===== src/rtl/traffic_light_pkg.sv =====
// Shared definitions for the traffic light controllers: state encoding,
// default phase durations and phase timer sizing.
package traffic_light_pkg;

  typedef enum logic [1:0] {
    ALLRED = 2'd0,
    GREEN  = 2'd1,
    YELLOW = 2'd2,
    WALK   = 2'd3
  } state_t;

  localparam int DEF_NUM_DIRS     = 2;
  localparam int DEF_GRN_TICKS    = 8;
  localparam int DEF_YLW_TICKS    = 3;
  localparam int DEF_ALLRED_TICKS = 1;
  localparam int DEF_WALK_TICKS   = 6;

  // Timer holds DURATION-1, so the longest phase needs clog2(max) bits (min 1).
  function automatic int timer_width(input int a, input int b, input int c, input int d);
    int m;
    m = a;
    if (b > m) m = b;
    if (c > m) m = c;
    if (d > m) m = d;
    return (m <= 2) ? 1 : $clog2(m);
  endfunction

endpackage


===== src/rtl/traffic_light_multi_phase_timer.sv =====
// Loadable phase down-counter; done pulses on a tick when the count is zero.
module phase_timer #(
  parameter int               WIDTH     = 3,
  parameter logic [WIDTH-1:0] RESET_VAL = '0
) (
  input  logic             clk,
  input  logic             reset,
  input  logic             tick,
  input  logic             load,
  input  logic [WIDTH-1:0] load_val,
  output logic             done
);

  logic [WIDTH-1:0] count;

  assign done = tick && (count == '0);

  always_ff @(posedge clk) begin
    if (reset) begin
      count <= RESET_VAL;
    end else if (load) begin
      count <= load_val;
    end else if (tick && (count != '0)) begin
      count <= count - 1'b1;
    end
  end

endmodule


===== src/rtl/traffic_light_multi.sv =====
// Round-robin N-approach traffic light with latched pedestrian requests
// served in an exclusive all-red walk phase.
module traffic_light_multi
  import traffic_light_pkg::*;
#(
  parameter int NUM_DIRS     = DEF_NUM_DIRS,
  parameter int GRN_TICKS    = DEF_GRN_TICKS,
  parameter int YLW_TICKS    = DEF_YLW_TICKS,
  parameter int ALLRED_TICKS = DEF_ALLRED_TICKS,
  parameter int WALK_TICKS   = DEF_WALK_TICKS
) (
  input  logic                clk,
  input  logic                reset,
  input  logic                tick,
  input  logic [NUM_DIRS-1:0] ped_req,
  output logic [NUM_DIRS-1:0] red,
  output logic [NUM_DIRS-1:0] ylw,
  output logic [NUM_DIRS-1:0] grn,
  output logic [NUM_DIRS-1:0] walk,
  output logic [NUM_DIRS-1:0] ped_pending,
  output logic [((NUM_DIRS > 2) ? $clog2(NUM_DIRS) : 1)-1:0] phase,
  output logic                debug
);

  localparam int PW = (NUM_DIRS > 2) ? $clog2(NUM_DIRS) : 1;
  localparam int TW = timer_width(GRN_TICKS, YLW_TICKS, ALLRED_TICKS, WALK_TICKS);

  localparam logic [TW-1:0] GRN_LD    = TW'(GRN_TICKS - 1);
  localparam logic [TW-1:0] YLW_LD    = TW'(YLW_TICKS - 1);
  localparam logic [TW-1:0] ALLRED_LD = TW'(ALLRED_TICKS - 1);
  localparam logic [TW-1:0] WALK_LD   = TW'(WALK_TICKS - 1);
  localparam logic [NUM_DIRS-1:0] ONE = NUM_DIRS'(1);
  localparam logic [PW-1:0] LAST_DIR  = PW'(NUM_DIRS - 1);

  state_t              state, state_nx;
  logic [PW-1:0]       phase_nx;
  logic                walked, walked_nx;
  logic [NUM_DIRS-1:0] mask, mask_nx;
  logic [NUM_DIRS-1:0] clear, pend_nx, sel;
  logic [NUM_DIRS-1:0] red_nx, ylw_nx, grn_nx, walk_nx;
  logic                debug_nx;
  logic                done;
  logic [TW-1:0]       load_val;

  phase_timer #(
    .WIDTH     (TW),
    .RESET_VAL (ALLRED_LD)
  ) u_timer (
    .clk      (clk),
    .reset    (reset),
    .tick     (tick),
    .load     (done),
    .load_val (load_val),
    .done     (done)
  );

  always_comb begin
    state_nx  = state;
    phase_nx  = phase;
    walked_nx = walked;
    mask_nx   = mask;
    clear     = '0;
    case (state)
      ALLRED: begin
        if (done) begin
          if (!walked && (ped_pending != '0)) begin
            state_nx = WALK;
            mask_nx  = ped_pending;
            clear    = ped_pending;
          end else begin
            state_nx  = GREEN;
            phase_nx  = (phase == LAST_DIR) ? '0 : phase + 1'b1;
            walked_nx = 1'b0;
          end
        end
      end
      GREEN:   if (done) state_nx = YELLOW;
      YELLOW:  if (done) state_nx = ALLRED;
      WALK: begin
        if (done) begin
          state_nx  = ALLRED;
          walked_nx = 1'b1;
        end
      end
      default: state_nx = ALLRED;
    endcase

    pend_nx = (ped_pending & ~clear) | ped_req;

    case (state_nx)
      GREEN:   load_val = GRN_LD;
      YELLOW:  load_val = YLW_LD;
      WALK:    load_val = WALK_LD;
      default: load_val = ALLRED_LD;
    endcase

    // Lamps are decoded from the next state so they change with the state edge.
    sel      = ONE << phase_nx;
    red_nx   = '1;
    ylw_nx   = '0;
    grn_nx   = '0;
    walk_nx  = '0;
    debug_nx = 1'b1;
    case (state_nx)
      GREEN: begin
        grn_nx   = sel;
        red_nx   = ~sel;
        debug_nx = 1'b0;
      end
      YELLOW: begin
        ylw_nx   = sel;
        red_nx   = ~sel;
        debug_nx = 1'b0;
      end
      WALK:    walk_nx = mask_nx;
      default: walk_nx = '0;
    endcase
  end

  always_ff @(posedge clk) begin
    if (reset) begin
      state       <= ALLRED;
      phase       <= LAST_DIR;
      walked      <= 1'b0;
      mask        <= '0;
      ped_pending <= '0;
      red         <= '1;
      ylw         <= '0;
      grn         <= '0;
      walk        <= '0;
      debug       <= 1'b1;
    end else begin
      state       <= state_nx;
      phase       <= phase_nx;
      walked      <= walked_nx;
      mask        <= mask_nx;
      ped_pending <= pend_nx;
      red         <= red_nx;
      ylw         <= ylw_nx;
      grn         <= grn_nx;
      walk        <= walk_nx;
      debug       <= debug_nx;
    end
  end

endmodule


===== config.mk =====
export PLATFORM = sky130hd
export DESIGN_NAME = traffic_light_multi
export DESIGN_NICKNAME = d
export VERILOG_FILES = /design/src/rtl/traffic_light_pkg.sv /design/src/rtl/traffic_light_multi_phase_timer.sv /design/src/rtl/traffic_light_multi.sv
export SDC_FILE = /design/constraint.sdc
export NUM_CORES = 1
export LEC_CHECK = 0
export ABC_AREA = 1
export ABC_CLOCK_PERIOD_IN_PS = 4400
export CAP_MARGIN = 15
export CORE_UTILIZATION = 50
export CTS_CLUSTER_DIAMETER = 30
export CTS_CLUSTER_SIZE = 12
export DETAILED_ROUTE_END_ITERATION = 7
export GPL_TIMING_DRIVEN = 0
export PLACE_DENSITY = 0.81
export REMOVE_ABC_BUFFERS = 1
export SLEW_MARGIN = 20
export SYNTH_ARGS = -nofsm -noshare
export SYNTH_HDL_FRONTEND = slang
export SYNTH_SLANG_ARGS = --single-unit

===== constraint.sdc =====
create_clock -name clk -period 4.4 [get_ports clk]
set_input_delay 0.88 -clock clk [delete_from_list [all_inputs] [get_ports clk]]
set_output_delay 0.88 -clock clk [all_outputs]
set_load 0.02 [all_outputs]

==> metrics.md, run 1 <==
| Metric | Value |
|---|---|
| WS Path Type | input pin to register |
| Register bit total from synthesis | 20 |
| Via-to-Cell Ratio | 5.22 |
| Max-cap violation count | 0 |
| DP HPWL | 1190 um |
| Sequential share of power | 48.4% |
| WP data arrival | 2.73 ns |
| GRT Util Overall | 19.0% |
| TritonCTS Buffers | 3 |
| Top Metal Used | met4 |
| Comb power frac | 32.9% |
| Peak Freq | 399 MHz |
| M1 wire length | 681 um |
| Root buf cell | clkbuf_4 |
| Status | completed |
| Worst Setup Start Kind | input pin |
| Post-CTS Hold Buffers | 0 |
| Row count | 14 |
| Routability Congestion | 0.890 |
| Final wirelength | 1510 um |
| Final antenna-violating net count | 0 |
| Worst setup margin | 1.89 ns |
| Die area | 0.00195 mm2 |
| Part of the cycle the worst path needs | 57.0% |
| Fraction of layout cells with a size suffix above 1 | 14.4% |
| Worst EP required | 4.63 ns |
| Setup TNS | 0 ns |
| Drt initial violations | 20 |
| Worst Max-Slew Pin Slew | 0.356 ns |
| RSZ-0062 raised after global routing | no |
| Post-layout util | 69.0% |
| Clock latency on the worst-skew pair | 0.29 ns |
| CTS resizes | 0 |
| Pwr dens | 410 mW/mm2 |
| Post-Syn Area per Cell | 8.88 um2 |
| Routed length per instance | 11.2 um |
| Part of the power in the clock network | 18.7% |
| Crit. End Element | register |
| Die extent in x | 44.2 um |
| Register area share after synthesis | 45.1% |
| Initial Util | 56.3% |
| Slew Limit Fails | 0 |
| IO Pins | 17 |
| Number of global-route vias before repair | 701 |
| Worst min-delay path category | register to register |
| Via count | 699 |
| Synthesized area | 888 um2 |
| Post-synthesis xor/xnor area fraction | 0.986% |
| Hold Vio Cnt, Final | 0 |
| Leakage | 0.469 nW |
| Area grow syn2layout | 22.4% |
| Commonest cells after routing, fill and taps aside | dfxtp_1 (20), clkdlybuf4s50_1 (16), nor2_1 (15), nand2_1 (13), inv_1 (11) |
| Clk pin slew, worst setup/hold paths | 0.10 ns |
| Rel. slew slack | 76.2% |
| First-pass GRT wire length | 2770 um |
| I/O Buffers | 16 |
| Place WS | 1.60 ns |
| Pin count of the biggest net entering global routing | 11 |
| Met2 routed WL | 737 um |
| Synth Instances | 100 |
| Setup Skew | 0.00279 ns |
| Drt pass-1 iters | 7 |
| Setup violations, final | 0 |
| Sw Share | 34.3% |
| CTS tree | yes |
| Met3 WL post-DR | 56 um |
| Library cells used by synthesis | 20 |
| Gr ovfl total | 0 |
| Fin nets | 131 |
| Synth Area in Compound Gates | 9.30% |
| Total setup buffers inserted after CTS | 0 |
| Post-synthesis simple-gate area fraction | 30.7% |
| Tmin final | 2.51 ns |
| Mux cell area share after synthesis | 0% |
| CTS Buffer Depth | 2 |
| Antenna diode count | 0 |
| Worst-path fanout max | 7 |
| Core Area | 0.00158 mm2 |
| Antenna violations before repair | 0 |
| H-tree depth | 1 |
| Clock sinks | 20 |
| Commonest non-fill, non-tap cell in the layout | dfxtp_1 |
| P_int | 293 uW |
| Maximum vdd drop | 0.203 mV |
| Post-Synth Adder-Cell Area | 8.45% |
| Die H | 44.2 um |
| Largest family of logic cells by synthesized area | simple AND/OR/NAND/NOR gates |
| Synthesis Warnings | 0 |
| Sw Pwr | 153 uW |
| Drt drc | 0 |
## cell type report
class	instances	area [um2]
inverter	12	45.0
tap	16	20.0
sequential	20	400
clock buffer	3	22.5
fill	122	489
multi-input combinational	67	439
timing repair buffer	16	160
## power groups by stage
stage	Clock (mW)	Sequential, mW	Combinational, mW
floorplan	0	0.233	0.0881
global placement	0	0.219	0.142
detailed placement	0	0.220	0.146
CTS	0.0862	0.216	0.147
global route	0.0916	0.218	0.165
finish	0.0832	0.216	0.147
## cell families after synthesis
| group | Yosys count |
|---|---|
| xor+xnor | 1 |
| buf+inv | 13 |
| flops | 20 |
| compound gates | 15 |
| fa+ha+maj | 6 |
| simple gates | 45 |
## critical path, stage by stage
cell and delay [ns]:
clkdlybuf4s50_1 0.59, nand3_4 0.18, nor2_8 0.16, o21ai_2 0.07, nand2_2 0.08, inv_1 0.08
ha_1 0.30, nor2_1 0.18, inv_1 0.08, o21ai_0 0.14
## path summary, 6_finish.rpt
kind	startpoint	to	slack [ns]	cells past startpoint
setup / recovery	tick	u_timer.count[1]	1.89	10
hold / removal	walked	walked	0.49	2
setup reg to reg	u_timer.count[0]	u_timer.count[1]	2.43	11
hold reg to reg	walked	walked	0.49	2
## metrics by stage
step | std cells | hold slack (ns) | total power, mW | area (um2)
detailed placement | 131 | 0.478 | 0.366 | 1060
floorplan | 99 | 0.445 | 0.321 | 885
global route | 134 | 0.511 | 0.475 | 1090
CTS | 134 | 0.492 | 0.449 | 1090
global placement | 131 | 0.464 | 0.361 | 1060
finish | 134 | 0.489 | 0.445 | 1090
## layer usage
layer | vias up | global-route usage, %
li1 | 356 | -
met1 | 318 | 21.6
met3 | 6 | 4.08
met5 | - | 0
met2 | 19 | 33.2
met4 | 0 | 9.70
## flip-flops by register name, indices dropped and copies added, names as in the netlist
signal	flops
phase	1
u_timer.count	3
walk	2
mask	2
grn	2
ylw	2
red	2
ped_pending	2
state	2
debug	1
walked	1
## cells in the mapped netlist (all sizes together)
| library cell | n | area [um2] |
|---|---|---|
| or2 | 1 | 6.26 |
| dfxtp | 20 | 400 |
| inv | 12 | 45.0 |
| a21oi | 8 | 40.0 |
| nand3 | 8 | 77.6 |
| nand2 | 17 | 83.8 |
| o21ai | 7 | 42.5 |
| ha | 6 | 75.1 |
| xor2 | 1 | 8.76 |
| nor2 | 19 | 105 |
| clkbuf | 1 | 3.75 |
(Power assumes the default switching activity.)
==> run 2, diff against run 1 <==
--- a/config.mk
+++ b/config.mk
@@ -6,14 +6,14 @@
 export NUM_CORES = 1
 export LEC_CHECK = 0
 export ABC_AREA = 1
-export ABC_CLOCK_PERIOD_IN_PS = 4400
+export ABC_CLOCK_PERIOD_IN_PS = 2400
 export CAP_MARGIN = 15
-export CORE_UTILIZATION = 50
+export CORE_UTILIZATION = 49
 export CTS_CLUSTER_DIAMETER = 30
 export CTS_CLUSTER_SIZE = 12
 export DETAILED_ROUTE_END_ITERATION = 7
 export GPL_TIMING_DRIVEN = 0
-export PLACE_DENSITY = 0.81
+export PLACE_DENSITY = 0.8
 export REMOVE_ABC_BUFFERS = 1
 export SLEW_MARGIN = 20
 export SYNTH_ARGS = -nofsm -noshare
==> constraint.sdc (replaced) <==
create_clock -name clk -period 2.4 [get_ports clk]
set_input_delay 0.48 -clock clk [delete_from_list [all_inputs] [get_ports clk]]
set_output_delay 0.48 -clock clk [all_outputs]
set_load 0.02 [all_outputs]
==> run 2 against run 1 <==
Core utilization is 2.9 points lower. Combinational power is 82% higher. Global-route usage shrank 1.4 points. Critical endpoint unchanged. Highest routed layer unchanged.
==> metrics.md, run 2 (synthesis results as in run 1) <==
| Metric | Value |
|---|---|
| Gr ovfl total | 0 |
| Drt pass-1 iters | 4 |
| Setup violations, final | 0 |
| Max-cap violation count | 0 |
| Status | completed |
| Drt initial violations | 9 |
| Via-to-Cell Ratio | 4.70 |
| Overall power | 932 uW |
| Post-CTS Hold Buffers | 0 |
| Worst min-delay path category | register to register |
| Rel. slew slack | 76.0% |
| Part of the cycle the worst path needs | 87.6% |
| Commonest cells after routing, fill and taps aside | dfxtp_1 (20), clkdlybuf4s50_1 (16), nor2_1 (15), nand2_1 (13), inv_1 (11) |
| RSZ-0062 raised after global routing | no |
| Area grow syn2layout | 27.0% |
| Setup Skew | 0.00504 ns |
| Clock latency on the worst-skew pair | 0.29 ns |
| GRT Util Overall | 17.6% |
| CTS tree | yes |
| Antenna violations before repair | 0 |
| Commonest non-fill, non-tap cell in the layout | dfxtp_1 |
| Hold Vio Cnt, Final | 0 |
| Die H | 44.6 um |
| Worst EP required | 2.63 ns |
| Drt drc | 0 |
| Root buf cell | clkbuf_4 |
| Via count | 677 |
| IO Pins | 17 |
| DP HPWL | 1200 um |
| CTS Buffer Depth | 2 |
| Top reg by flops | u_timer.count |
| Crit. End Element | register |
| Pin count of the biggest net entering global routing | 13 |
| Worst Reg-to-Reg Cells | 11 |
| Final wirelength | 1480 um |
| Row count | 15 |
| Routability Congestion | 0.783 |
| Initial Util | 52.0% |
| Total setup buffers inserted after CTS | 0 |
| Fin nets | 131 |
| Leakage | 0.483 nW |
| Core Area | 0.00171 mm2 |
| WS Path Type | input pin to register |
| Die area | 0.00199 mm2 |
| Worst hold stages | 2 |
| Fraction of layout cells with a size suffix above 1 | 15.1% |
| First-pass GRT wire length | 2580 um |
| I/O Buffers | 16 |
| Clk pin slew, worst setup/hold paths | 0.11 ns |
| WP data arrival | 2.33 ns |
| Place WS | -0.0338 ns |
| Pwr dens | 826 mW/mm2 |
| Die extent in x | 44.6 um |
| Peak Freq | 476 MHz |
| Antenna diode count | 0 |
| Worst Max-Slew Pin Slew | 0.359 ns |
| Slew Limit Fails | 0 |
| H-tree depth | 1 |
| Maximum vdd drop | 0.505 mV |
| TritonCTS Buffers | 3 |
| Worst setup margin | 0.299 ns |
| Tmin final | 2.10 ns |
| Number of global-route vias before repair | 631 |
| Worst-path fanout max | 7 |
| Max FFs per register | 3 |
| Clock sinks | 20 |
| Final antenna-violating net count | 0 |
| CTS resizes | 0 |
| Worst Setup Start Kind | input pin |
| Post-layout util | 66.1% |
| Routed length per instance | 10.3 um |
==> run 2: cell types whose count changed in the layout (fill, tap and decap cells not counted) <==
cell       before  now
bufinv_16       0    1
==> run 2: worst paths after layout <==
path	start	endpoint	slack, ns
max reg2reg	u_timer.count[0]	u_timer.count[1]	0.41
max	tick	u_timer.count[1]	0.30
min reg2reg	walked	walked	0.48
min	walked	walked	0.48
==> run 2: layout make-up <==
type / instances / area (um2)
Fill cell: 150 / 579
Sequential cell: 20 / 400
Clock buffer: 3 / 22.5
Multi-Input combinational cell: 67 / 439
Clock inverter: 1 / 30.0
Inverter: 12 / 45.0
Timing Repair Buffer: 16 / 160
Tap cell: 25 / 31.3
==> run 2: per-layer routing <==
metal	GRT usage (%)	up-vias	routed length [um]
met5	0	-	0
met4	7.27	0	13
met3	2.45	2	46
met2	33.2	11	819
met1	19.3	311	599
li1	-	353	-
==> run 2: stage by stage <==
| step | hold WS, ns | instance area, um2 | cells | setup TNS [ns] |
|---|---|---|---|---|
| after floorplan | 0.445 | 885 | 99 | 0 |
| after global placement | 0.463 | 1080 | 140 | 0 |
| after detailed placement | 0.464 | 1080 | 140 | -0.0365 |
| after CTS | 0.480 | 1130 | 144 | 0 |
| after global routing | 0.526 | 1130 | 144 | 0 |
| final | 0.480 | 1130 | 144 | 0 |
==> run 2: report_power, final <==
group	total, mW	switching, mW	internal [mW]
logic	0.268	0.159	0.108
clock network	0.270	0.101	0.169
registers	0.395	0.0249	0.370
total	0.932	0.285	0.647
==> run 2: worst max-delay path: stages <==
cell and delay [ns]:
clkdlybuf4s50_1 0.59, nand3_4 0.18, nor2_8 0.16, o21ai_2 0.07, nand2_2 0.08, inv_1 0.07
ha_1 0.29, nor2_1 0.18, inv_1 0.08, o21ai_0 0.14
